[config.mk]
export PLATFORM = sky130hd
export DESIGN_NAME = uart_bus_responder
export DESIGN_NICKNAME = d
export VERILOG_FILES = /design/src/rtl/uart_pkg.sv /design/src/rtl/uart_rx_sampler.sv /design/src/rtl/uart_bus_responder.sv
export SDC_FILE = /design/constraint.sdc
export NUM_CORES = 1
export LEC_CHECK = 0
export CAP_MARGIN = 20
export CORE_ASPECT_RATIO = 0.9
export CORE_MARGIN = 10
export CORE_UTILIZATION = 60
export DETAILED_ROUTE_END_ITERATION = 12
export DONT_BUFFER_PORTS = 1
export PLACE_DENSITY = 0.77
export SKIP_CTS_REPAIR_TIMING = 1
export SYNTH_ARGS = -nofsm -noshare
export SYNTH_HDL_FRONTEND = slang
export SYNTH_HIERARCHICAL = 1
export SYNTH_SLANG_ARGS = --single-unit
[constraint.sdc]
create_clock -name sysclk -period 4.4 [get_ports sysclk]
set_clock_uncertainty 0.1 [all_clocks]
set_input_delay 0.66 -clock sysclk [delete_from_list [all_inputs] [get_ports sysclk]]
set_output_delay 0.66 -clock sysclk [all_outputs]
set_load 0.005 [all_outputs]
[src/rtl/uart_pkg.sv]
// Shared UART register map, CON bit positions and FSM state encoding.
// Pure declarations; no latency, no backpressure.
package uart_pkg;

    localparam logic [31:0] TXD_ADDR_DEF = 32'h4000_0018;
    localparam logic [31:0] RXD_ADDR_DEF = 32'h4000_001C;
    localparam logic [31:0] CON_ADDR_DEF = 32'h4000_0020;

    localparam int CON_RX_IE    = 0;
    localparam int CON_TX_IE    = 1;
    localparam int CON_RX_VALID = 2;
    localparam int CON_TX_DONE  = 3;
    localparam int CON_TX_BUSY  = 4;
    localparam int CON_FERR     = 5;

    typedef enum logic [1:0] {
        IDLE,
        START,
        DATA,
        STOP
    } uart_state_e;

    function automatic int baud_div(input int clk_hz, input int baud);
        return clk_hz / baud;
    endfunction

endpackage

[src/rtl/uart_rx_sampler.sv]
// 8N1 receiver: 2-flop synchroniser, mid-bit sampling, one-cycle byte/ferr strobes.
// Strobes fire one cycle after the stop-bit sample; no backpressure (strobes are not held).
module uart_rx_sampler
    import uart_pkg::*;
#(
    parameter int DIV = 16
) (
    input  logic       sysclk,
    input  logic       reset,
    input  logic       rx_in,
    output logic [7:0] rx_byte,
    output logic       byte_stb,
    output logic       ferr_stb
);

    localparam int CW = $clog2(DIV);
    localparam logic [CW-1:0] FULL_M1 = CW'(DIV - 1);
    localparam logic [CW-1:0] HALF_M1 = CW'(DIV / 2 - 1);

    logic        sync1_q, sync2_q;
    uart_state_e state_q, state_d;
    logic [CW-1:0] cnt_q, cnt_d;
    logic [2:0]  bit_q, bit_d;
    logic [7:0]  shift_q, shift_d;
    logic        byte_stb_q, byte_stb_d;
    logic        ferr_stb_q, ferr_stb_d;

    // Synchroniser resets to the idle-high level so reset release is not seen as a start bit.
    always_ff @(posedge sysclk or negedge reset) begin
        if (!reset) begin
            sync1_q    <= 1'b1;
            sync2_q    <= 1'b1;
            state_q    <= IDLE;
            cnt_q      <= '0;
            bit_q      <= '0;
            shift_q    <= '0;
            byte_stb_q <= 1'b0;
            ferr_stb_q <= 1'b0;
        end else begin
            sync1_q    <= rx_in;
            sync2_q    <= sync1_q;
            state_q    <= state_d;
            cnt_q      <= cnt_d;
            bit_q      <= bit_d;
            shift_q    <= shift_d;
            byte_stb_q <= byte_stb_d;
            ferr_stb_q <= ferr_stb_d;
        end
    end

    always_comb begin
        state_d    = state_q;
        cnt_d      = cnt_q + CW'(1);
        bit_d      = bit_q;
        shift_d    = shift_q;
        byte_stb_d = 1'b0;
        ferr_stb_d = 1'b0;
        case (state_q)
            IDLE: begin
                cnt_d = '0;
                if (!sync2_q) state_d = START;
            end
            START: begin
                if (cnt_q == HALF_M1) begin
                    cnt_d   = '0;
                    bit_d   = '0;
                    state_d = sync2_q ? IDLE : DATA;
                end
            end
            DATA: begin
                if (cnt_q == FULL_M1) begin
                    cnt_d   = '0;
                    shift_d = {sync2_q, shift_q[7:1]};
                    if (bit_q == 3'd7) state_d = STOP;
                    else               bit_d   = bit_q + 3'd1;
                end
            end
            STOP: begin
                if (cnt_q == FULL_M1) begin
                    cnt_d   = '0;
                    state_d = IDLE;
                    if (sync2_q) byte_stb_d = 1'b1;
                    else         ferr_stb_d = 1'b1;
                end
            end
            default: state_d = IDLE;
        endcase
    end

    assign rx_byte  = shift_q;
    assign byte_stb = byte_stb_q;
    assign ferr_stb = ferr_stb_q;

endmodule

[src/rtl/uart_bus_responder.sv]
// Memory-mapped UART target: TXD/RXD/CON registers, TX serialiser, masked level interrupt.
// Reads are combinational, writes take one edge; TXD writes while busy are dropped.
module uart_bus_responder
    import uart_pkg::*;
#(
    parameter int          CLK_HZ   = 50000000,
    parameter int          BAUD     = 9600,
    parameter logic [31:0] TXD_ADDR = TXD_ADDR_DEF,
    parameter logic [31:0] RXD_ADDR = RXD_ADDR_DEF,
    parameter logic [31:0] CON_ADDR = CON_ADDR_DEF
) (
    input  logic        sysclk,
    input  logic        reset,
    input  logic        rd,
    input  logic        wr,
    input  logic [31:0] addr,
    input  logic [31:0] wdata,
    output logic [31:0] rdata,
    input  logic        PC31,
    input  logic        UART_RX,
    output logic        UART_TX,
    output logic        irqout
);

    localparam int DIV = baud_div(CLK_HZ, BAUD);
    localparam int CW  = $clog2(DIV);
    localparam logic [CW-1:0] FULL_M1 = CW'(DIV - 1);

    logic        sel_txd, sel_rxd, sel_con;
    logic        tx_busy, tx_done_set;
    logic [5:0]  con_val;
    logic [7:0]  rx_shift_byte;
    logic        rx_byte_stb, rx_ferr_stb;
    logic        unused_wdata;

    uart_state_e tx_state_q, tx_state_d;
    logic [CW-1:0] tx_cnt_q, tx_cnt_d;
    logic [2:0]  tx_bit_q, tx_bit_d;
    logic [7:0]  txd_q, txd_d;
    logic        tx_line_q, tx_line_d;
    logic [7:0]  rx_byte_q, rx_byte_d;
    logic        rx_valid_q, rx_valid_d;
    logic        tx_done_q, tx_done_d;
    logic        ferr_q, ferr_d;
    logic        rx_ie_q, rx_ie_d;
    logic        tx_ie_q, tx_ie_d;
    logic        irq_q, irq_d;

    uart_rx_sampler #(.DIV(DIV)) u_rx (
        .sysclk   (sysclk),
        .reset    (reset),
        .rx_in    (UART_RX),
        .rx_byte  (rx_shift_byte),
        .byte_stb (rx_byte_stb),
        .ferr_stb (rx_ferr_stb)
    );

    assign unused_wdata = ^wdata[31:8];
    assign sel_txd = (addr == TXD_ADDR);
    assign sel_rxd = (addr == RXD_ADDR);
    assign sel_con = (addr == CON_ADDR);
    assign tx_busy = (tx_state_q != IDLE);

    always_comb begin
        con_val               = '0;
        con_val[CON_RX_IE]    = rx_ie_q;
        con_val[CON_TX_IE]    = tx_ie_q;
        con_val[CON_RX_VALID] = rx_valid_q;
        con_val[CON_TX_DONE]  = tx_done_q;
        con_val[CON_TX_BUSY]  = tx_busy;
        con_val[CON_FERR]     = ferr_q;
    end

    always_comb begin
        rdata = '0;
        if (rd) begin
            if (sel_txd)      rdata = {24'b0, txd_q};
            else if (sel_rxd) rdata = {24'b0, rx_byte_q};
            else if (sel_con) rdata = {26'b0, con_val};
        end
    end

    always_comb begin
        tx_state_d  = tx_state_q;
        tx_cnt_d    = tx_cnt_q + CW'(1);
        tx_bit_d    = tx_bit_q;
        txd_d       = txd_q;
        tx_done_set = 1'b0;
        case (tx_state_q)
            IDLE: begin
                tx_cnt_d = '0;
                if (wr && sel_txd) begin
                    txd_d      = wdata[7:0];
                    tx_state_d = START;
                end
            end
            START: begin
                if (tx_cnt_q == FULL_M1) begin
                    tx_cnt_d   = '0;
                    tx_bit_d   = '0;
                    tx_state_d = DATA;
                end
            end
            DATA: begin
                if (tx_cnt_q == FULL_M1) begin
                    tx_cnt_d = '0;
                    if (tx_bit_q == 3'd7) tx_state_d = STOP;
                    else                  tx_bit_d   = tx_bit_q + 3'd1;
                end
            end
            STOP: begin
                if (tx_cnt_q == FULL_M1) begin
                    tx_cnt_d    = '0;
                    tx_state_d  = IDLE;
                    tx_done_set = 1'b1;
                end
            end
            default: tx_state_d = IDLE;
        endcase

        // Line level follows the state being entered so the pin itself is a flop.
        case (tx_state_d)
            START:   tx_line_d = 1'b0;
            DATA:    tx_line_d = txd_d[tx_bit_d];
            default: tx_line_d = 1'b1;
        endcase
    end

    always_comb begin
        rx_byte_d  = rx_byte_q;
        rx_valid_d = rx_valid_q;
        tx_done_d  = tx_done_q;
        ferr_d     = ferr_q;
        rx_ie_d    = rx_ie_q;
        tx_ie_d    = tx_ie_q;
        if (wr && sel_con) begin
            rx_ie_d = wdata[CON_RX_IE];
            tx_ie_d = wdata[CON_TX_IE];
        end
        if (rd && sel_rxd) rx_valid_d = 1'b0;
        if (rd && sel_con) begin
            tx_done_d = 1'b0;
            ferr_d    = 1'b0;
        end
        // Set events are applied after read-clears so they win on collision.
        if (tx_done_set) tx_done_d = 1'b1;
        if (rx_ferr_stb) ferr_d    = 1'b1;
        if (rx_byte_stb) begin
            rx_byte_d  = rx_shift_byte;
            rx_valid_d = 1'b1;
        end
        irq_d = ~PC31 & ((rx_ie_d & rx_valid_d) | (tx_ie_d & tx_done_d));
    end

    always_ff @(posedge sysclk or negedge reset) begin
        if (!reset) begin
            tx_state_q <= IDLE;
            tx_cnt_q   <= '0;
            tx_bit_q   <= '0;
            txd_q      <= '0;
            tx_line_q  <= 1'b1;
            rx_byte_q  <= '0;
            rx_valid_q <= 1'b0;
            tx_done_q  <= 1'b0;
            ferr_q     <= 1'b0;
            rx_ie_q    <= 1'b0;
            tx_ie_q    <= 1'b0;
            irq_q      <= 1'b0;
        end else begin
            tx_state_q <= tx_state_d;
            tx_cnt_q   <= tx_cnt_d;
            tx_bit_q   <= tx_bit_d;
            txd_q      <= txd_d;
            tx_line_q  <= tx_line_d;
            rx_byte_q  <= rx_byte_d;
            rx_valid_q <= rx_valid_d;
            tx_done_q  <= tx_done_d;
            ferr_q     <= ferr_d;
            rx_ie_q    <= rx_ie_d;
            tx_ie_q    <= tx_ie_d;
            irq_q      <= irq_d;
        end
    end

    assign UART_TX = tx_line_q;
    assign irqout  = irq_q;

endmodule

==> summary.txt <==
Run status = complete, no violations
Minimum clock period after layout = 3.16 ns
Total iterations of the first detailed-routing run = 5
# rows = 27
Power per standard cell area = 287 mW/mm2
Number of vias after detailed routing = 2727
Last weighted congestion value of the routability-driven placer = 0.835
Placement Cell Area = 0.00391 mm2
Hold violation total from the final report = 0
Clock latency on the worst-skew pair = 0.34 ns
Initial antenna violation count = 0
Io pins = 104
Sequential group share of total power = 55.4%
CP cell instances = or4b_2 > nor3_1 > a222oi_1 > nor2b_1
Crit path arrival time = 2.40 ns
Reg2Reg Setup Slack = 1.41 ns
Area growth from synthesis to final layout = 4.90%
Worst slew pin tran = 0.790 ns
End of the worst register-to-register path = UART_TX
Die X-Extent = 105 um
1st-iter DRT viols = 135
Non-filler instance count after layout = 467
Cell with the largest stage delay on the worst path = or4b_2
Worst min-delay path category = input port to async pin
Combinational group share of total power = 2.2%
Worst flop-to-flop path startpoint = tx_cnt_q[0]
Aggregate global-route resource usage = 16.2%
Synthesis Warnings = 6
Wire per inst = 17.7 um
TritonCTS clock tree = built
Most common cell after layout, fill and taps aside = dfrtp_1
Largest net degree at the start of global routing = 72
Nets = 455
Via count of the first global-routing pass = 2693
Clock-pin slew of the registers on the worst-case setup and hold paths = 0.08 ns
CP Data Required Time = 3.64 ns
Number of synthesized flops with an enable pin = 0
Net switching fraction of the power = 22.1%
Count of max-cap constraint violations = 0
Mean instance size in the synthesized netlist = 10.6 um2
Commonest cells after routing, fill and taps aside = dfrtp_1, nor2_1, conb_1, nand3_1
Internal power summed over all cells = 920 uW
GRT Residual Overflow = 0
Max-slew headroom = 46.9%
Share of synthesized flip-flops with an asynchronous set or reset = 100%
Global-route wire length before repair = 13.9 mm
Worst supply voltage drop on vdd = 198 uV
Final ANT Viol Nets = 0
Root buffer cell = clkbuf_8
R2R depth = 8
Critical Path Start Type = input port
Share of final-layout standard cells stronger than drive strength 1 = 15.0%
Kind of critical path = input port to output pin
Clock Path Buffers = 2
HPWL after DPL = 6.19 mm
Port bufs = 0
Initial cell density of the core = 62.9%
Unique masters post-synth = 61
Top_reg_cell synth = dfrtp_1
# clock sinks = 71
Setup repair after global routing missed its margin = no
Number of H-tree levels = 3
Number of buffers created by CTS = 9
Share of the yosys chip area belonging to registers = 45.3%
Post-detailed-route DRC marker count = 0
Final core area utilization = 65.9%
Wire length reported by the detailed router = 8.25 mm
Total count of max-transition violations in the final report = 0
Mapped cell area = 0.00393 mm2
Count of final setup violators = 0
Number of vias per cell = 5.84
Synthesized flop and latch total = 71
Aggregate negative setup slack = 0 ns
Final Total Pwr = 1180 uW
Die Span Y = 96.8 um
Max frequency = 0.317 GHz
Leakage Power = 0.00195 uW
Area of the die = 0.0102 mm2
Placed Cells incl. Taps = 450
Number of standard cells after synthesis = 371
Period Utilization, post-route = 71.8%
Kind of end point of the critical path = output pin
Worst path max stage delay = 0.66 ns
Switching power total = 261 uW
Post-route cell area = 0.00412 mm2
Count of antenna diodes in the layout = 0
Max Fanout on Critical Path = 7
Core footprint = 0.00625 mm2
Power share of the clock group = 42.4%
## area by class of cell
cell class                      count  area (um2)
Clock buffer                       10         128
Sequential cell                    71        1780
Clock inverter                      6        61.3
Tap cell                           87         109
Timing Repair Buffer                3        42.5
Fill cell                         488        2130
Inverter                           17        63.8
Multi-Input combinational cell    273        1940
## metrics by stage
stage	hold WS (ns)	worst slack, ns
5_1_grt	0.0232	1.04
6_report	0.0489	1.24
3_5_place_dp	0.255	1.13
4_1_cts	-0.116	1.23
3_3_place_gp	0.255	1.17
2_1_floorplan	0.245	1.35
## per-layer routing
layer,up-vias,track usage (%),wire length [um]
met3,13,7.08,739
met4,0,3.67,141
met2,116,25.8,3870
met1,1298,19.8,3500
met5,-,0,0
li1,1300,-,-
## synth_stat cells (3+ instances only)
library cell	count	share of area (%)
o211ai_1	3	0.57
nand4_1	8	1.3
o21ai_0	8	1.0
mux2_2	16	4.6
a22oi_1	3	0.57
nand3_1	18	2.3
nor2_1	36	3.4
nor2b_1	14	2.2
mux2_4	8	3.1
dfrtp_1	68	43
inv_1	17	1.6
a222oi_1	6	1.5
buf_4	25	4.8
nor3_1	7	0.89
xnor2_1	14	3.1
clkbuf_1	4	0.38
ha_1	10	3.2
a21o_1	3	0.57
xor2_1	8	1.8
and3_1	12	1.9
nor4_1	11	1.8
dfstp_2	3	2.0
o31ai_1	4	0.76
nand2_1	17	1.6
## flip-flops by register name (all words and copies together) (netlist names), 2 cells and up, named ones only
| name | count |
|---|---|
| u_rx/bit_q | 3 |
| txd_q | 8 |
| u_rx/rx_byte | 8 |
| tx_cnt_q | 13 |
| u_rx/cnt_q | 13 |
| tx_state_q | 2 |
| tx_bit_q | 3 |
| rx_byte_q | 8 |
## how the worst max path moves through the flow
stage	start	to	slack (ns)	cells after the start
6_report	addr[2]	rdata[3]	1.24	4
5_1_grt	addr[6]	rdata[3]	1.04	5
4_1_cts	addr[2]	rdata[3]	1.23	4
3_5_place_dp	addr[18]	UART_TX	1.13	7
3_3_place_gp	addr[26]	UART_TX	1.17	7
2_1_floorplan	addr[26]	rdata[0]	1.35	5
## power by group through the flow
stage	Combinational, uW	Sequential [uW]	Clock (uW)
after detailed placement	9.99	667	0
after CTS	10.0	655	517
after global placement	9.80	667	0
final	25.6	655	501
after global routing	30.1	654	547
after floorplan	25.8	667	0
## worst max-delay path, delay by kind of cell
kind | cells | cell delay [ns]
simple gates | 3 | 1.53
compound gates | 1 | 0.21
## cell families after synthesis
kind of cell | count (synthesis) | synth area share [%]
XOR/XNOR | 22 | 4.90
flip-flops | 71 | 45.3
adder cells (fa/ha/maj) | 10 | 3.18
buffers and inverters | 50 | 7.58
multiplexers | 28 | 9.04
AO/OA/AOI/OAI | 43 | 8.50
other | 1 | 0.0954
AND/OR/NAND/NOR | 146 | 21.4
No activity file was read; power rests on OpenSTA's default activity.
